### src/rtl/uart_tx_fifo_reader.sv
// UART transmitter that pulls words from an async FIFO read port and serialises
// them as start / LSB-first data / optional parity / stop frames, back-to-back when data is waiting.
`timescale 1ns/1ps

module uart_tx_fifo_reader #(
  parameter int unsigned DATA_WIDTH = 8
) (
  input  logic                  CLK,
  input  logic                  RST,
  input  logic                  FIFO_EMPTY,
  input  logic [DATA_WIDTH-1:0] FIFO_RD_DATA,
  output logic                  FIFO_RD_INC,
  input  logic                  PAR_EN,
  input  logic                  PAR_TYP,
  output logic                  TX_OUT,
  output logic                  BUSY
);

  localparam int unsigned CNT_W = (DATA_WIDTH > 1) ? $clog2(DATA_WIDTH) : 1;

  typedef enum logic [2:0] {
    IDLE   = 3'd0,
    START  = 3'd1,
    DATA   = 3'd2,
    PARITY = 3'd3,
    STOP   = 3'd4
  } state_t;

  state_t                state;
  logic [DATA_WIDTH-1:0] shift_q;
  logic [CNT_W-1:0]      bit_cnt;
  logic                  par_en_q;
  logic                  par_bit_q;
  logic                  pop;

  // Pop only from IDLE or the final stop cycle, so at most one word per frame;
  // gated by reset so the strobe is low while the block is held in reset.
  assign pop         = RST && ((state == IDLE) || (state == STOP)) && !FIFO_EMPTY;
  assign FIFO_RD_INC = pop;

  always_ff @(posedge CLK or negedge RST) begin
    if (!RST) begin
      state     <= IDLE;
      shift_q   <= '0;
      bit_cnt   <= '0;
      par_en_q  <= 1'b0;
      par_bit_q <= 1'b0;
      TX_OUT    <= 1'b1;
      BUSY      <= 1'b0;
    end else if (pop) begin
      // Capture word and line config once; they stay frozen for the frame
      shift_q   <= FIFO_RD_DATA;
      par_en_q  <= PAR_EN;
      par_bit_q <= (^FIFO_RD_DATA) ^ PAR_TYP;
      bit_cnt   <= '0;
      TX_OUT    <= 1'b0;
      BUSY      <= 1'b1;
      state     <= START;
    end else begin
      case (state)
        IDLE: begin
          TX_OUT <= 1'b1;
          BUSY   <= 1'b0;
        end
        START: begin
          TX_OUT  <= shift_q[0];
          shift_q <= shift_q >> 1;
          bit_cnt <= '0;
          state   <= DATA;
        end
        DATA: begin
          if (bit_cnt == CNT_W'(DATA_WIDTH - 1)) begin
            if (par_en_q) begin
              TX_OUT <= par_bit_q;
              state  <= PARITY;
            end else begin
              TX_OUT <= 1'b1;
              state  <= STOP;
            end
          end else begin
            TX_OUT  <= shift_q[0];
            shift_q <= shift_q >> 1;
            bit_cnt <= bit_cnt + CNT_W'(1);
          end
        end
        PARITY: begin
          TX_OUT <= 1'b1;
          state  <= STOP;
        end
        STOP: begin
          TX_OUT <= 1'b1;
          BUSY   <= 1'b0;
          state  <= IDLE;
        end
        default: begin
          TX_OUT <= 1'b1;
          BUSY   <= 1'b0;
          state  <= IDLE;
        end
      endcase
    end
  end

endmodule

### config.mk
export PLATFORM = sky130hd
export DESIGN_NAME = uart_tx_fifo_reader
export DESIGN_NICKNAME = d
export VERILOG_FILES = /design/src/rtl/uart_tx_fifo_reader.sv
export SDC_FILE = /design/constraint.sdc
export NUM_CORES = 1
export LEC_CHECK = 0
export CORE_MARGIN = 4
export CORE_UTILIZATION = 25
export DETAILED_ROUTE_END_ITERATION = 8
export GPL_TIMING_DRIVEN = 0
export MAX_ROUTING_LAYER = met4
export PLACE_DENSITY = 0.44
export SETUP_SLACK_MARGIN = 0.3
export SKIP_CTS_REPAIR_TIMING = 1
export SLEW_MARGIN = 10
export SYNTH_ARGS = -nofsm -noshare
export SYNTH_HDL_FRONTEND = slang
export SYNTH_SLANG_ARGS = --single-unit
### constraint.sdc
create_clock -name CLK -period 2.8 [get_ports CLK]
set_clock_uncertainty 0.05 [all_clocks]
set_input_delay 0.7 -clock CLK [delete_from_list [all_inputs] [get_ports CLK]]
set_output_delay 0.7 -clock CLK [all_outputs]
set_load 0.02 [all_outputs]
# Word-level counts from Yosys, hierarchy flattened
# Cells that the tools add are included.
# classes
multipliers	0
n_mux	16
n_div	0
magnitude_cmp	0
n_addsub	1
reduce_logical	10
eq_ne	9
n_bitwise	1
shift	0
# op_table
op	n
8-bit 2-to-1 mux	2
8-bit case mux with 2 select lines	1
3-bit 2-to-1 mux	5
3-bit case mux with 4 select lines	1
8-bit XOR reduction	1
3-bit by 2-bit == test with 1-bit output (second input constant)	2
3-bit == test (second input constant)	2
3-bit inequality test (second input constant)	2
3-bit case mux with 2 select lines	1
1-bit 2-to-1 mux	5
2-bit AND reduction	2
3-bit by 1-bit adder with 3-bit output (second input constant)	1
3-bit by 1-bit == test with 1-bit output (second input constant)	1
3-bit zero test	1
3-bit nonzero test	1
3-bit OR reduction	1
1-bit logical AND	2
2-bit by 1-bit inequality test with 1-bit output (second input constant)	1
2-bit inequality test (second input constant)	1
1-bit case mux with 2 select lines	1
1-bit zero test	1
1-bit logical OR	1
1-bit bitwise XOR	1
# word_totals
latchBits	0
ff_bits	18
mem_bits_rw	0
mem_bits_ro	0
memories	0

# Logic depth before layout (Yosys ltp)
# logic_depth
depth_word	6
depth_mapped	8

# Worst setup path before layout
# Ideal clock, no wire load.
# synth_timing
path_kind	input port to output port
from	input FIFO_EMPTY
to	output FIFO_RD_INC
arrival_ns	1.301
t_required_ns	2.050
slack_ns	0.749
path_buffers	1
path_stages	3
path_cell_list	nand3b_4 > inv_2 > clkbuf_1
# synth_via
elab_chain_len	2
# synth_rtl
element	line	rtl
start: declaration	10	input logic FIFO_EMPTY,
1-bit zero test	38	assign pop = RST && ((state == IDLE) || (state == STOP)) && !FIFO_EMPTY;
1-bit logical AND	38	
end: declaration	12	output logic FIFO_RD_INC,
# No other way between the ends.

# Worst setup path in the final report
# Same ends and word-level chain as after synthesis.

==> run_results.csv <==
group,metric,value,unit
finish,stdcell_area,1207,um2
clock_network,cts_tree,"built",
critical_path,crit_slowest_cell,"clkdlybuf4s50_1",
critical_path,criticalPathCategory,"primary input to output port",
timing,slew_viol_final,0,
place,place_area,1150,um2
route,viasPerCell,4.462,
critical_path,worstRegToRegCells,8,
grt,gr-usage-met2,0.1377,
finish,nets,126,
timing,whs,298.4,ps
critical_path,critPathLaunchType,"primary input",
grt,grt.total_usage,0.09003,
finish,num-fill-cells,402,
timing,setup_viol,0,
finish,utilization,0.3323,
finish,final_cell_mix,"nand2_1, dfrtp_1, clkdlybuf4s50_1, nor2_1",
clock_network,ctsHtreeMaxLevel,1,
critical_path,cp_top_family,"buffers and inverters",
route,drt-total-wl,1904,um
timing,hold_violations,0,
route,drtIter0Drc,40,
timing,fin_crit_sh,0.8636,
timing,rsz0062_at_grt,"no",
power,ir_drop,210.1,uV
synth,syn_area,939.7,um2
worst_hold_path,hold_path_class,"primary input to async pin",
timing,worst_pin_slew,464.1,ps
die,dieArea,4803,um2
grt,grt_use_met3,0.02029,
run,drv_cap,0,
synth,synth_edf_count,0,
critical_path,cp_num_buf_inv,4,
die,rows,22,
finish,area_delta_synth_final,28.50,%
synth,synthDominantCellAreaShare,0.4527,
finish,register_area,451.7,um2
finish,n_antenna_cell,0,
finish,mostFrequentLayoutCell,"nand2_1",
die,io_pins,16,
grt,grt_pass1_wl,3484,um
die,initial_core_util,0.2586,
synth,synth_cells,91,
critical_path,critical_path_arrival,1670,ps
grt,globalRouteOverflowTotal,0,
die,coreArea,3633,um2
critical_path,worstPathCellList,"clkdlybuf4s50_1, nand3b_4, inv_2, buf_6, buf_4",
synth,synth_ff_type,"dfrtp_1",
grt,top_usage_layer,"met2",
synth,yosys_warnings,0,
synth,yosysTopAreaCell,"dfrtp_1",
die,die-width,69.31,um
route,antenna_left,0,
clock_network,cts.clk_slew.worst_paths,70,ps
synth,async_reset_ff_frac,1.000,
timing,maxSlewHeadroom,0.6906,
clock_network,insertion_delay,250,ps
clock_network,cts_made_buffers,3,
synth,synth-seq-cells,18,
synth,syn_avg_cell_area,10.33,um2
power,power.leakage,0.5242,nW
place,hpwl,1476,um
critical_path,regToRegEndpoint,"shift_q[4]$_DFFE_PN0P_",
grt,grt_util_met1,0.1193,
critical_path,end_kind,"output port",
critical_path,r2r-start,"bit_cnt[0]$_DFFE_PN0P_",
route,wire_per_inst,12.05,um
route,dr.pass1.iters,4,
grt,grt_max_degree,20,
timing,fmax,0.4136,GHz
critical_path,critPathMaxStageDelay,410,ps
run_status,status,"finished, final reports clean",
synth,synth_cell_types,31,
place,globalplace.congestion,0.7589,
timing,period_needed,2418,ps
clock_network,root_buffer,"clkbuf_8",
critical_path,crit_fanout,10,
grt,first_global_vias,766,
finish,multiInputGateArea,452.9,um2
grt,antenna_found_initial,0,
route,drc,0,
synth,syn-num-nets,106,
finish,drive_above_1_share,0.1909,
critical_path,rrSetupSlack,740,ps
clock_network,cts_buffer_depth,2,
synth,ys_seq_area_frac,0.4807,
clock_network,cts.sinks,18,
place,io_buffer_count,15,
critical_path,required,2050,ps
route,vias,705,
synth,synthTopCellsByArea,"dfrtp_1, nand2_1, a31oi_2",
power,pwr_density_cell,930.0,nW/um2
die,die_y,69.31,um
## worst max path at each step
stage | from | end | slack [ps] | cells after the start
after floorplan | FIFO_EMPTY | FIFO_RD_INC | 750 | 3
after global placement | RST | FIFO_RD_INC | -1210 | 5
after detailed placement | RST | FIFO_RD_INC | -1140 | 5
after CTS | RST | FIFO_RD_INC | -1170 | 5
after global routing | FIFO_EMPTY | FIFO_RD_INC | 320 | 5
final | FIFO_EMPTY | FIFO_RD_INC | 380 | 5
## per-stage QoR
stage	instances	setup TNS [ps]	setup slack, ps	power (mW)
after detailed placement	154	-3128	-1144	0.9251
after floorplan	91	0	748.7	0.7923
final	158	0	382.0	1.123
after CTS	158	-1266	-1168	1.144
after global routing	158	0	322.6	1.219
after global placement	154	-3548	-1208	0.9174
## power by group
part / total (mW) / internal (mW) / switching [mW]
clock network: 0.213 / 0.125 / 0.0879
logic: 0.463 / 0.231 / 0.231
registers: 0.448 / 0.376 / 0.0712
total: 1.12 / 0.732 / 0.391
## cell families after synthesis
group | Yosys count | synth area share
compound gates | 17 | 0.1371
xor+xnor | 7 | 0.07989
fa+ha+maj | 2 | 0.02663
buf+inv | 7 | 0.03728
flops | 18 | 0.4807
mux | 1 | 0.01198
simple gates | 39 | 0.2263
## flip-flops by register name (all words and copies together), names as in the netlist
| register | count |
|---|---|
| TX_OUT | 1 |
| state | 3 |
| shift_q | 8 |
| bit_cnt | 3 |
| par_en_q | 1 |
| par_bit_q | 1 |
| BUSY | 1 |
## worst register-to-register path: stages (launching register included)
cell and delay [ps]:
dfrtp_1 390, ha_1 200, ha_1 260, nor4b_2 420, or3_1 180, buf_2 150, buf_6 160, nor2_2 50
a31oi_2 130
## synth_stat cells (2+ instances only)
| library cell | number |
|---|---|
| a31oi_1 | 4 |
| ha_1 | 2 |
| nor3b_1 | 2 |
| xnor2_1 | 4 |
| inv_1 | 2 |
| a22o_1 | 3 |
| clkbuf_1 | 2 |
| dfrtp_1 | 17 |
| a21oi_1 | 3 |
| xor2_1 | 2 |
| nor2b_1 | 2 |
| nor2_1 | 5 |
| nand2_1 | 18 |
| o21ai_0 | 3 |
| nor2_2 | 4 |
| a31oi_2 | 3 |
## area by class of cell
type | count | area share
multi-input combinational | 66 | 0.3751
clock buffer | 4 | 0.04560
sequential | 18 | 0.3741
inverter | 3 | 0.009326
tap | 48 | 0.04974
timing repair buffer | 15 | 0.1202
buffer | 4 | 0.02591
## per-layer routing
layer / wire length [um] / share of wire / vias to the layer above
li1: - / - / 349
met1: 945 / 0.50 / 340
met2: 887 / 0.47 / 14
met3: 65 / 0.034 / 2
met4: 6 / 0.0032 / 0
met5: 0 / 0 / -
(Power assumes the default switching activity.)
==> variant 1 (config.mk and constraints unchanged) <==
The 5 states of `state_t` get a one-hot encoding in 5 bits.
--- a/src/rtl/uart_tx_fifo_reader.sv
+++ b/src/rtl/uart_tx_fifo_reader.sv
@@ -18,12 +18,12 @@
 
   localparam int unsigned CNT_W = (DATA_WIDTH > 1) ? $clog2(DATA_WIDTH) : 1;
 
-  typedef enum logic [2:0] {
-    IDLE   = 3'd0,
-    START  = 3'd1,
-    DATA   = 3'd2,
-    PARITY = 3'd3,
-    STOP   = 3'd4
+  typedef enum logic [4:0] {
+    IDLE   = 5'b00001,
+    START  = 5'b00010,
+    DATA   = 5'b00100,
+    PARITY = 5'b01000,
+    STOP   = 5'b10000
   } state_t;
 
   state_t                state;
Function: same outputs for any inputs over 10 cycles, from zero or initial values and one cycle with RST low; not proved beyond that.
==> variant 1 against the unedited design <==
Synthesized area is 14% higher; non-clock buffer count stayed put; design area is 10% higher; sequential cell count is 2 higher; global-route usage is 0.28 points lower; final cell count is 4.4% higher; critical path depth stayed put; wire length is 8.2% higher; setup slack better by 0.042 ns; synthesized cell count is 5.5% higher; die area is 12% higher; critical path type unchanged.
Power is not compared: it rests on default switching activity, and its combinational part moved more than twofold at a synthesized area within 25%.
==> variant 1: results <==
set metrics [dict create \
    status "complete, no violations" \
    r2r-start "bit_cnt[0]$_DFFE_PN0P_" \
    worstMarginPinSlew_ns 0.347 \
    place_hpwl_um 1600 \
    reg2reg_depth 7 \
    firstDrtPassIters 4 \
    grt_pass1_vias 754 \
    wl_per_cell_um 12.5 \
    reg2reg_to "shift_q[5]$_DFFE_PN0P_" \
    arrival_ns 1.63 \
    critical_path.max_fanout 21 \
    cts_root_buf "clkbuf_8" \
    grt_use_total_pct 8.72 \
    fin_nets 131 \
    synth-seq-area-share_pct 47.0 \
    layout-drive-gt1-share_pct 17.4 \
    ys_types 27 \
    synth_common_cells "18 x dfrtp_1, 9 x a21oi_1, 9 x nor2_1" \
    final_cell_count_no_fill 165 \
    synth.area.top_cells "dfrtp_1 42%, mux2i_1 7.5%, dfstp_2 4.9%, a21oi_1 4.2%, buf_6 4.2%" \
    dp_cells 161 \
    htreeDepth 1 \
    io_buffers 15 \
    yosysWarningCount 0 \
    antenna_found_initial 0 \
    hp-class "in2async" \
    fillCellCount 418 \
    grt_pass1_wl_um 3530 \
    grt_max_degree 22 \
    leakagePower_uw 0.000627 \
    r2r_slack_ns 1.06 \
    ir_drop_mv 0.205 \
    cts_buffers 3 \
    clk_pin_slew_ns 0.07 \
    ys.flop_type "dfrtp_1" \
    n_antenna_cell 0 \
    cts_buffer_depth 2 \
    gp_congestion 0.759 \
    syn_inst 96 \
    via_count 711 \
    reg.largest.list "shift_q x8, state x5, bit_cnt x3" \
    clock_latency_ns 0.25 \
    startpoint "RST" \
    drt_first_iter_violations 21 \
    ys_async_sr_fraction_pct 100 \
    syn_nets 111 \
]
[variant 1: cell count changes after synthesis, sizes merged, moves of 2 or more]
cell / unedited run / this run
mux2i: 0 / 8
a211oi: 0 / 2
a31oi: 7 / 0
buf: 2 / 4
nand2: 18 / 6
clkbuf: 2 / 0
inv: 3 / 6
and2: 0 / 3
o21a: 0 / 2
nor4b: 1 / 3
a21oi: 3 / 9
[variant 1: kinds of logic (layout without fill, tap and decap cells)]
logic type,count (synthesis),in the layout,synth area share [%]
simple gates,28,28,16.0
flops,20,20,47.0
compound gates,19,19,12.2
buf+inv,10,29,6.32
xor+xnor,9,9,8.66
mux,8,8,7.49
fa+ha+maj,2,2,2.34
[variant 1: stage by stage]
| step | setup slack (ns) | util [%] | hold WS, ns | total power [uW] | area, um2 |
|---|---|---|---|---|---|
| 3_3_place_gp | -1.18 | 31.6 | 0.441 | 543 | 1280 |
| 4_1_cts | -1.17 | 33.0 | 0.471 | 769 | 1340 |
| 3_5_place_dp | -1.17 | 31.6 | 0.438 | 548 | 1280 |
| 2_1_floorplan | 0.810 | - | 0.354 | 485 | 1070 |
| 6_report | 0.424 | 32.9 | 0.221 | 754 | 1330 |
| 5_1_grt | 0.315 | 32.9 | 0.225 | 800 | 1330 |
[variant 1: worst max-delay path by stage]
stage	to	slack (ns)	depth (start not counted)
detailed placement	FIFO_RD_INC	-1.17	5
global placement	FIFO_RD_INC	-1.18	5
global route	FIFO_RD_INC	0.31	5
finish	FIFO_RD_INC	0.42	5
CTS	FIFO_RD_INC	-1.17	5
floorplan	FIFO_RD_INC	0.81	3
[variant 1: layout make-up]
| cell class | count | area (um2) | area share, % |
|---|---|---|---|
| timing repair buffer | 15 | 146 | 11.0 |
| inverter | 6 | 22.5 | 1.69 |
| multi-input combinational | 66 | 499 | 37.4 |
| clock buffer | 4 | 55.1 | 4.13 |
| tap | 50 | 62.6 | 4.69 |
| buffer | 4 | 45.0 | 3.38 |
| sequential | 20 | 503 | 37.7 |
[variant 1: metal layers]
metal / up-vias / GRT usage [%] / share of wire, %
met5: - / - / 0
met4: 0 / 2.41 / 0.39
met3: 2 / 2.46 / 3.9
met2: 12 / 13.9 / 48
met1: 331 / 10.8 / 48
li1: 366 / - / -
[variant 1: worst max-delay path: stages]
cell and delay (ns):
buf_6 0.19, nor4b_4 0.26, nand3_2 0.17, inv_2 0.13, clkbuf_2 0.18
[variant 1: report_power, final]
part	internal, uW	switching [uW]	total (uW)
registers	342	33.5	375
clock network	125	91.8	217
logic	88.9	72.9	162
total	556	198	754
==> variant 2 (same flow settings) <==
Without the edit above. Set the parameter `DATA_WIDTH` to 4 (it was 8).
--- a/src/rtl/uart_tx_fifo_reader.sv
+++ b/src/rtl/uart_tx_fifo_reader.sv
@@ -3,7 +3,7 @@
 `timescale 1ns/1ps
 
 module uart_tx_fifo_reader #(
-  parameter int unsigned DATA_WIDTH = 8
+  parameter int unsigned DATA_WIDTH = 4
 ) (
   input  logic                  CLK,
   input  logic                  RST,
Ports: changed (resized FIFO_RD_DATA); port bits go from 16 to 12. The function was not compared with the original's and may differ.
==> variant 2 against the unedited design <==
Largest cell class is now sequential cells; wire length shrank 24%; clock power shrank 43%; synthesized cell count shrank 29%; total power shrank 31%; synthesized area shrank 28%; setup slack lost 0.0070 ns; register-to-register slack gained 0.34 ns; largest power group unchanged; critical path type unchanged; sequential cell count shrank 5; utilization grew 1.6 points; design area shrank 27%.
==> variant 2: results <==
set metrics [dict create \
    use_met2_pct 15.1 \
    grt_pass1_wl_um 2610 \
    p_switching_uw 287 \
    reg2reg_depth 4 \
    whs_ns 0.199 \
    m1WireLength_um 715 \
    crit_slowest_cell "or4b_4" \
    path_delay_family "simple AND/OR/NAND/NOR gates" \
    cts_root_buf "clkbuf_4" \
    ir_drop_mv 0.304 \
    clock_latency_ns 0.28 \
    dp_cells 106 \
    gp_congestion 0.664 \
    r2r_slack_ns 1.08 \
    leakagePower_uw 0.000396 \
    ys_types 25 \
    synth-seq-area-share_pct 48.2 \
    grt_use_met3_pct 2.81 \
    drt_first_iter_violations 3 \
    syn_inst 65 \
    grt_max_degree 15 \
    wl_met3_um 80 \
    wl_met2_um 650 \
    status "complete, no violations" \
    via_count 527 \
    wl_per_cell_um 12.9 \
    critical_path.max_fanout 14 \
]
[variant 2: changes by cell type after synthesis, sizes merged, moves of 3 or more]
| cell | before | now |
|---|---|---|
| a22o | 3 | 0 |
| a31oi | 7 | 0 |
| dfrtp | 17 | 12 |
| nand2 | 18 | 13 |
| nor2 | 9 | 2 |
| o211ai | 0 | 7 |
[variant 2: power by group through the flow]
stage	clock network, uW	registers, uW	logic [uW]
after floorplan	0	328	217
after global placement	0	326	316
after detailed placement	0	326	320
after CTS	127	323	319
after global routing	135	334	369
final	122	323	326
[variant 2: kinds of logic after synthesis]
family | Yosys count | synth area share [%]
muxes | 1 | 1.48
xor gates and xnor gates | 4 | 7.20
AOI/OAI and AO/OA | 17 | 19.0
and+or+nand+nor | 22 | 16.2
buffers and inverters | 7 | 6.09
adders and majority gates | 1 | 1.84
DFF | 13 | 48.2
[variant 2: worst max-delay path by stage]
stage | slack [ns] | startpoint | endpoint
4_1_cts | -0.94 | RST | FIFO_RD_INC
3_5_place_dp | -0.94 | RST | FIFO_RD_INC
5_1_grt | 0.32 | RST | FIFO_RD_INC
2_1_floorplan | 0.64 | FIFO_EMPTY | FIFO_RD_INC
6_report | 0.37 | RST | FIFO_RD_INC
3_3_place_gp | -0.94 | RST | FIFO_RD_INC
[variant 2: cell type report]
cell class / count / area (um2) / area share, %
Buffer: 2 / 22.5 / 2.56
Inverter: 5 / 22.5 / 2.56
Tap cell: 30 / 37.5 / 4.27
Clock buffer: 4 / 26.3 / 2.99
Sequential cell: 13 / 327 / 37.1
Multi-Input combinational cell: 45 / 310 / 35.3
Timing Repair Buffer: 14 / 134 / 15.2
